`config.mk`:
```
export PLATFORM = sky130hd
export DESIGN_NAME = mul_csa_reduce_stage
export DESIGN_NICKNAME = d
export VERILOG_FILES = /design/src/rtl/mul_csa_reduce_stage_pkg.sv /design/src/rtl/mul_csa_reduce_stage_csa_4to2.sv /design/src/rtl/mul_csa_reduce_stage.sv
export SDC_FILE = /design/constraint.sdc
export NUM_CORES = 1
export LEC_CHECK = 0
export ABC_AREA = 1
export CAP_MARGIN = 20
export CORE_AREA = 2 2 259 261
export CTS_CLUSTER_SIZE = 30
export DETAILED_ROUTE_END_ITERATION = 16
export DIE_AREA = 0 0 261 263
export PLACE_DENSITY = 0.45
export SYNTH_ARGS = -nofsm -noshare
export SYNTH_HDL_FRONTEND = slang
export SYNTH_SLANG_ARGS = --single-unit
```
`constraint.sdc`:
```
create_clock -name Clk -period 1.82 [get_ports Clk]
set_clock_uncertainty 0.05 [all_clocks]
set_input_delay 0.182 -clock Clk [delete_from_list [all_inputs] [get_ports Clk]]
set_output_delay 0.182 -clock Clk [all_outputs]
set_load 0.05 [all_outputs]
```
`src/rtl/mul_csa_reduce_stage_pkg.sv`:
```
// mul_pkg: shared definitions for the multiplier reduction tree.
//   - default tree widths and the high-group offset
//   - default sideband tag width
//   - hold-tag encodings carried in the tag field and consumed by Ex
package mul_pkg;

  localparam int MUL_OUT_W        = 128;
  localparam int MUL_CSA_LO_W     = 98;
  localparam int MUL_CSA_HI_W     = 98;
  localparam int MUL_CSA_HI_SHIFT = 30;
  localparam int MUL_TAG_W        = 2;

  typedef enum logic [MUL_TAG_W-1:0] {
    HOLD_NONE = 2'd0,
    HOLD_EX   = 2'd1,
    HOLD_MEM  = 2'd2,
    HOLD_FULL = 2'd3
  } holdTag_e;

endpackage

```
`src/rtl/mul_csa_reduce_stage_csa_4to2.sv`:
```
// csa_4to2: combinational 4:2 carry-save compressor built from two chained
// 3:2 rows. Shared by every level of the multiplier tree.
//   a, b, c, d : W-bit operands
//   sum        : W-bit sum vector
//   carry      : W-bit carry vector, already weighted (bit 0 is always 0)
// Holds (sum + carry) mod 2^W == (a + b + c + d) mod 2^W; carries out of
// bit W-1 are discarded.
module csa_4to2 #(
  parameter int W = 8
) (
  input  logic [W-1:0] a,
  input  logic [W-1:0] b,
  input  logic [W-1:0] c,
  input  logic [W-1:0] d,
  output logic [W-1:0] sum,
  output logic [W-1:0] carry
);

  logic [W-1:0] rowSum1;
  logic [W-1:0] rowMaj1;
  logic [W-1:0] rowCarry1;
  logic [W-1:0] rowMaj2;

  // first row compresses a, b, c
  assign rowSum1   = a ^ b ^ c;
  assign rowMaj1   = (a & b) | (a & c) | (b & c);
  assign rowCarry1 = rowMaj1 << 1;

  // second row folds d into the first row's result
  assign sum       = rowSum1 ^ rowCarry1 ^ d;
  assign rowMaj2   = (rowSum1 & rowCarry1) | (rowSum1 & d) | (rowCarry1 & d);
  assign carry     = rowMaj2 << 1;

endmodule

```
`src/rtl/mul_csa_reduce_stage.sv`:
```
// mul_csa_reduce_stage: registered 4:2 reduction stage with valid/ready flow
// control. Merges a low carry-save pair (at bit 0) and a high pair (at
// HI_SHIFT) into one OUT_W-wide sum/carry pair, with tag and sign sideband
// travelling in lockstep.
//
// Optional feature macro: MUL_CSA_SKID_EN
//   defined   : one-entry skid buffer, capacity 2, in_ready from a flop
//   undefined : capacity 1, in_ready combinational from out_ready
//
// Ports:
//   Clk                      clock, rising edge
//   Rst                      asynchronous reset, active low
//   flush                    synchronous kill of all valid state
//   in_valid / in_ready      input handshake
//   in_sum_lo / in_carry_lo  low carry-save pair (LO_W)
//   in_sum_hi / in_carry_hi  high carry-save pair (HI_W), offset HI_SHIFT
//   in_tag / in_sign         sideband
//   out_valid / out_ready    output handshake
//   out_sum / out_carry      merged pair (out_carry bit 0 always 0)
//   out_tag / out_sign       sideband aligned with out_sum/out_carry
module mul_csa_reduce_stage
  import mul_pkg::*;
#(
  parameter int OUT_W    = MUL_OUT_W,
  parameter int LO_W     = MUL_CSA_LO_W,
  parameter int HI_W     = MUL_CSA_HI_W,
  parameter int HI_SHIFT = MUL_CSA_HI_SHIFT,
  parameter int TAG_W    = MUL_TAG_W
) (
  input  logic             Clk,
  input  logic             Rst,
  input  logic             flush,
  input  logic             in_valid,
  output logic             in_ready,
  input  logic [LO_W-1:0]  in_sum_lo,
  input  logic [LO_W-1:0]  in_carry_lo,
  input  logic [HI_W-1:0]  in_sum_hi,
  input  logic [HI_W-1:0]  in_carry_hi,
  input  logic [TAG_W-1:0] in_tag,
  input  logic             in_sign,
  output logic             out_valid,
  input  logic             out_ready,
  output logic [OUT_W-1:0] out_sum,
  output logic [OUT_W-1:0] out_carry,
  output logic [TAG_W-1:0] out_tag,
  output logic             out_sign
);

  if ((HI_SHIFT + HI_W > OUT_W) || (LO_W > OUT_W)) begin : gBadCfg
    $error("mul_csa_reduce_stage: operand groups do not fit in OUT_W");
  end

  logic [OUT_W-1:0] opA;
  logic [OUT_W-1:0] opB;
  logic [OUT_W-1:0] opC;
  logic [OUT_W-1:0] opD;
  logic [OUT_W-1:0] cmpSum;
  logic [OUT_W-1:0] cmpCarry;

  assign opA = OUT_W'(in_sum_lo);
  assign opB = OUT_W'(in_carry_lo);
  assign opC = OUT_W'(in_sum_hi) << HI_SHIFT;
  assign opD = OUT_W'(in_carry_hi) << HI_SHIFT;

  csa_4to2 #(
    .W(OUT_W)
  ) uCsa (
    .a    (opA),
    .b    (opB),
    .c    (opC),
    .d    (opD),
    .sum  (cmpSum),
    .carry(cmpCarry)
  );

  logic             outValidQ;
  logic [OUT_W-1:0] outSumQ;
  logic [OUT_W-1:0] outCarryQ;
  logic [TAG_W-1:0] outTagQ;
  logic             outSignQ;
  logic             accept;

  assign accept    = in_valid && in_ready;

  assign out_valid = outValidQ;
  assign out_sum   = outSumQ;
  assign out_carry = outCarryQ;
  assign out_tag   = outTagQ;
  assign out_sign  = outSignQ;

`ifdef MUL_CSA_SKID_EN

  logic             skidValidQ;
  logic [OUT_W-1:0] skidSumQ;
  logic [OUT_W-1:0] skidCarryQ;
  logic [TAG_W-1:0] skidTagQ;
  logic             skidSignQ;
  logic             outFree;

  // in_ready depends only on the skid flop, never on out_ready
  assign in_ready = !flush && !skidValidQ;
  assign outFree  = !outValidQ || out_ready;

  // output register: skid entry has priority since it is the older beat
  always_ff @(posedge Clk or negedge Rst) begin
    if (!Rst) begin
      outValidQ  <= 1'b0;
      skidValidQ <= 1'b0;
      outSumQ    <= '0;
      outCarryQ  <= '0;
      outTagQ    <= '0;
      outSignQ   <= 1'b0;
    end else if (flush) begin
      outValidQ  <= 1'b0;
      skidValidQ <= 1'b0;
    end else if (outFree) begin
      if (skidValidQ) begin
        outValidQ  <= 1'b1;
        skidValidQ <= 1'b0;
        outSumQ    <= skidSumQ;
        outCarryQ  <= skidCarryQ;
        outTagQ    <= skidTagQ;
        outSignQ   <= skidSignQ;
      end else if (accept) begin
        outValidQ  <= 1'b1;
        outSumQ    <= cmpSum;
        outCarryQ  <= cmpCarry;
        outTagQ    <= in_tag;
        outSignQ   <= in_sign;
      end else begin
        outValidQ  <= 1'b0;
      end
    end else if (accept) begin
      skidValidQ <= 1'b1;
    end
  end

  // skid payload is qualified by skidValidQ, so it needs no reset
  always_ff @(posedge Clk) begin
    if (accept && !outFree) begin
      skidSumQ   <= cmpSum;
      skidCarryQ <= cmpCarry;
      skidTagQ   <= in_tag;
      skidSignQ  <= in_sign;
    end
  end

`else

  // combinational path from out_ready: a beat may enter as the current one leaves
  assign in_ready = !flush && (!outValidQ || out_ready);

  always_ff @(posedge Clk or negedge Rst) begin
    if (!Rst) begin
      outValidQ <= 1'b0;
      outSumQ   <= '0;
      outCarryQ <= '0;
      outTagQ   <= '0;
      outSignQ  <= 1'b0;
    end else if (flush) begin
      outValidQ <= 1'b0;
    end else if (accept) begin
      outValidQ <= 1'b1;
      outSumQ   <= cmpSum;
      outCarryQ <= cmpCarry;
      outTagQ   <= in_tag;
      outSignQ  <= in_sign;
    end else if (outValidQ && out_ready) begin
      outValidQ <= 1'b0;
    end
  end

`endif

endmodule

```
Word-level counts from Yosys, hierarchy flattened

Index checks and enable logic that the tools add are counted.
Widths: inputs -> output; s select.

Memories: 0
ROM bits: 0
RAM bits: 0
Flip-flop bits (word level): 259
Bits in latches: 0
Word-level logic and storage cells: 31

Equal/unequal tests: 0
Shift operators: 0
Add/sub/neg operators: 0
$lt $le $gt $ge: 0
Multiply operators: 0
Bitwise gates (word level): 15
Mux-type cells: 3
Divide/modulo/power cells: 0
Reduce and logical (&&, ||, !) cells: 8

Operators with widths:

| cell              | number |
|---|---|
| $or 127x127->127  | 4 |
| $and 127x127->127 | 3 |
| $xor 128x128->128 | 2 |
| $and 98x127->127  | 2 |
| $xor 98x128->128  | 1 |
| $and 98x98->98    | 1 |
| $xor 98x98->98    | 1 |
| $logic_and 1x1->1 | 3 |
| $mux 1            | 3 |
| $reduce_bool 3->1 | 1 |
| $logic_not 1->1   | 2 |
| $reduce_and 2->1  | 1 |
| $logic_or 1x1->1  | 1 |
| $not 1->1         | 1 |

Depth between registers and ports, before layout

Word-level depth: 6
Mapped depth: 7
Gate-level depth less buffers: 6

Modules after synthesis

Synthesis repeated with hierarchy kept, for this count alone.

Cells, all modules: 1428
Area total of the unflattened synthesis: 15808.9 µm²

By module, submodules not included:

| module               | cells an instance | times used | area each (µm²) |
|---|---|---|---|
| mul_csa_reduce_stage | 1158              | 1          | 10655.2 |
| csa_4to2             | 270               | 1          | 5153.7 |

Worst setup path before layout

No wires, ideal clock.

Path kind: register to register
Start: register outValidQ (netlist: out_valid)
End: register outSumQ[127] (netlist: out_sum[127])
Data arrival time: 1691 ps
Setup time: 70 ps
Stages on the path, launching flop included: 4
Buffers on the path: 0
Data required time: 1700 ps
Path slack: 9 ps
Clock period less this slack: 1811 ps
Cell sequence: dfrtp_1 > a21oi_1 > nand3_1 > nand2_1

Cells in the longest elaborated chain, start to end: 5

Ends and longest elaborated chain:

| element                    | line                        | RTL |
|---|---|---|
| from (decl)                | mul_csa_reduce_stage.sv:76  | `logic outValidQ;` |
| from (signal assigned)     | mul_csa_reduce_stage.sv:155 | `outValidQ <= 1'b0;` |
| from (signal assigned)     | mul_csa_reduce_stage.sv:161 | `outValidQ <= 1'b0;` |
| from (signal assigned)     | mul_csa_reduce_stage.sv:163 | `outValidQ <= 1'b1;` |
| $logic_not 1->1            | mul_csa_reduce_stage.sv:151 | `assign in_ready = !flush && (!outValidQ \|\| out_ready);` |
| $logic_or 1x1->1           | mul_csa_reduce_stage.sv:151 |  |
| $logic_and 1x1->1          | mul_csa_reduce_stage.sv:151 |  |
| net in_ready               | mul_csa_reduce_stage.sv:34  | `output logic in_ready,` |
| $logic_and 1x1->1          | mul_csa_reduce_stage.sv:83  | `assign accept = in_valid && in_ready;` |
| $reduce_and 2->1 (no line) | n/a                         |  |
| to (signal assigned)       | mul_csa_reduce_stage.sv:164 | `outSumQ <= cmpSum;` |
| to (decl)                  | mul_csa_reduce_stage.sv:77  | `logic [OUT_W-1:0] outSumQ;` |

The timed path passes the listed nets, and every way through them passes these cells.
A chain may end at the register's enable or synchronous reset.

Worst setup path in the final report

Start: register outSumQ[73] (netlist: out_sum[73])
End: output out_sum[73]

RTL lines:

| element   | line                       | RTL |
|---|---|---|
| to (decl) | mul_csa_reduce_stage.sv:43 | `output logic [OUT_W-1:0] out_sum,` |

No word-level cell between the ends.

==> metrics.csv <==
metric,value,unit
status,completed,
rsz0062_at_grt,no,
async_reset_ff_share,100,%
netlist_instances,1394,
ys_warn_count,0,
combPwrFrac,40.6,%
drv_cap,0,
grt_max_degree,90,
drv_slew,0,
critPathTopFamily,buffers and inverters,
seq_area_frac_synth,44.4,%
dieHeight,263,µm
fp.dieW,261,µm
total_power,24.6,mW
period_share,94.1,%
min_path_type,input port to async pin,
area_delta_synth_final,60.6,%
fill_cells,6646,
synth_top_area_share,44.4,%
crit_path_max_fanout,2,
gp_congestion,0.860,
crit_slowest_cell,dlygate4sd2_1,
p_leak,11.4,nW
ios,661,
fp.coreArea,0.0656,mm²
synth_edf_count,0,
num_vias,13008,
cts_root_buf,clkbuf_16,
critPathBufInv,1,
cts_buffer_depth,3,
tns,0,ns
cts_buffers,35,
rr_startpoint,out_valid$_DFFE_PN0P_,
worst_slew_pin_slew,0.561,ns
drt_first_pass_iters,5,
finalNonFillerCells,2945,
whs,0.0873,ns
ys_types,17,
period_needed,1.71,ns
reg2reg_depth,5,
p_clk_share,29.1,%
synth-main-ff-cell,dfrtp_1,
synthTopCellsByArea,"dfrtp_1 44%, fa_1 19%, nand2_1 13%, nand4_1 11%, ha_1 7.5%",
timing.rr.end,out_sum[3]$_DFFE_PN0P_,
path_clk_slew,0.06,ns
die_area,0.0686,mm²
grtUsageTotal,17.2,%
ff_latch_area,0.00646,mm²
dpl.hpwl,47400,µm
wl_per_cell,20.5,µm
critPathKind,flop to output port,
clock_latency,0.54,ns
hold_violations,0,
p_sw,10.1,mW
slowest_delay,0.56,ns
setup_viol,0,
cp-end-kind,output port,
cp.required,1.59,ns
syn_area,0.0145,mm²
htreeDepth,2,
post-synth-top-count-cell,nand2_1,
antenna_left,0,
crit_arrival,1.48,ns
cts_tree,yes,
wirelength,60500,µm
post-place-ws,-0.274,ns
vias_per_cell,4.42,
grt_pass1_vias,13964,
crit_path_start_kind,flop,
drc,0,
slew-limit-headroom,62.7,%
drive_above_1_share,13.7,%
p_seq_share,30.3,%
nNetsFinal,2674,
post-cts-setup-buffer-count,0,
setup_slack,0.107,ns
fmax,584,MHz
dp.cells,2875,
syn_avg_cell_area,10.4,µm²
initial_utilization,22.1,%
synth_seq_cells,258,
numClockSinks,258,
swShare,41.0,%
grt-ovfl-total,0,
intPower,14.5,mW
fp-row-count,94,
ff2ff_setup_slack,0.35,ns
yosysTopAreaCell,dfrtp_1,
worstPathCellList,dlygate4sd2_1,
multiInputGateArea,0.00744,mm²
port_buffers,658,
ys_top_cells_by_count,"517 x nand2_1, 258 x dfrtp_1, 256 x nand4_1",
drtIter0Drc,632,
antenna_found_initial,11,
ir_drop,540,µV
powerDensity,1050,mW/mm²
grt_first_pass_wirelength,89300,µm
-- how the worst max path moves through the flow --
stage,from,slack [ns],endpoint,cells past startpoint
6_report,out_sum[73]$_DFFE_PN0P_,0.11,out_sum[73],1
5_1_grt,out_sum[58]$_DFFE_PN0P_,0.05,out_sum[58],1
4_1_cts,out_sum[73]$_DFFE_PN0P_,0.05,out_sum[73],1
3_5_place_dp,in_sum_lo[74],-0.27,out_sum[74]$_DFFE_PN0P_,5
3_3_place_gp,in_sum_lo[74],-0.30,out_sum[74]$_DFFE_PN0P_,5
2_1_floorplan,out_valid$_DFFE_PN0P_,0.009,out_sum[127]$_DFFE_PN0P_,3
-- power groups by stage --
stage | combinational, mW | sequential, mW | clock, mW
floorplan | 1.98 | 11.3 | 0
global placement | 10.5 | 7.52 | 0
detailed placement | 10.4 | 7.54 | 0
CTS | 10.2 | 7.45 | 7.43
global route | 10.6 | 7.58 | 7.62
finish | 9.99 | 7.44 | 7.15
-- final cells by class --
class	instances	share of cell area (%)
multi-input cells	1004	31.9
repair buffers	733	30.3
flip-flops and latches	258	27.7
well taps	864	4.63
clock buffers	50	4.47
clock inverters	13	0.670
inverters	18	0.322
diodes	5	0.0536
-- through the flow --
stage	util [%]	instance area [µm²]
6_report	35.5	23300
3_3_place_gp	33.9	22200
4_1_cts	35.5	23300
3_5_place_dp	33.9	22200
5_1_grt	35.5	23300
2_1_floorplan	-	14500
-- cell usage in the layout (no fill, tap or decap) --
master,count
nand2_1,517
inv_8,1
ha_1,87
dlygate4sd3_1,2
conb_1,2
a21oi_2,1
dfrtp_1,258
nand4_1,256
clkbuf_8,12
buf_4,186
buf_8,1
fa_1,137
clkbuf_1,4
a21oi_1,1
diode_2,5
buf_12,33
clkinv_2,5
inv_1,17
clkdlybuf4s50_1,397
clkbuf_16,35
nand2_8,1
nand3_1,1
clkinvlp_4,2
dlygate4sd2_1,113
inv_6,3
bufinv_16,3
nand3_4,1
-- registers in the layout, summed over array words and instances, names as in the netlist --
name	flops
out_sum	128
out_tag	2
out_valid	1
out_sign	1
out_carry	126
-- cell families after synthesis --
kind of cell / Yosys count / synth area share [%]
other cells: 1 / 0.0258
fa+ha+maj: 224 / 26.4
flops: 258 / 44.4
compound gates: 2 / 0.0689
simple gates: 776 / 24.5
buf+inv: 133 / 4.57
-- metal layers --
metal / track usage, % / wire, µm / up-vias
li1: - / - / 6044
met1: 19.1 / 22500 / 6372
met2: 30.8 / 30500 / 495
met3: 5.92 / 5740 / 85
met4: 5.19 / 1650 / 12
met5: 0 / 81 / -
-- what timing repair did --
item	CTS	global route
gates resized for setup	114	0
endpoints found under the hold margin	226	0
hold buffers	2	0
setup endpoints to repair	114	0
No activity file was read; power rests on OpenSTA's default activity.
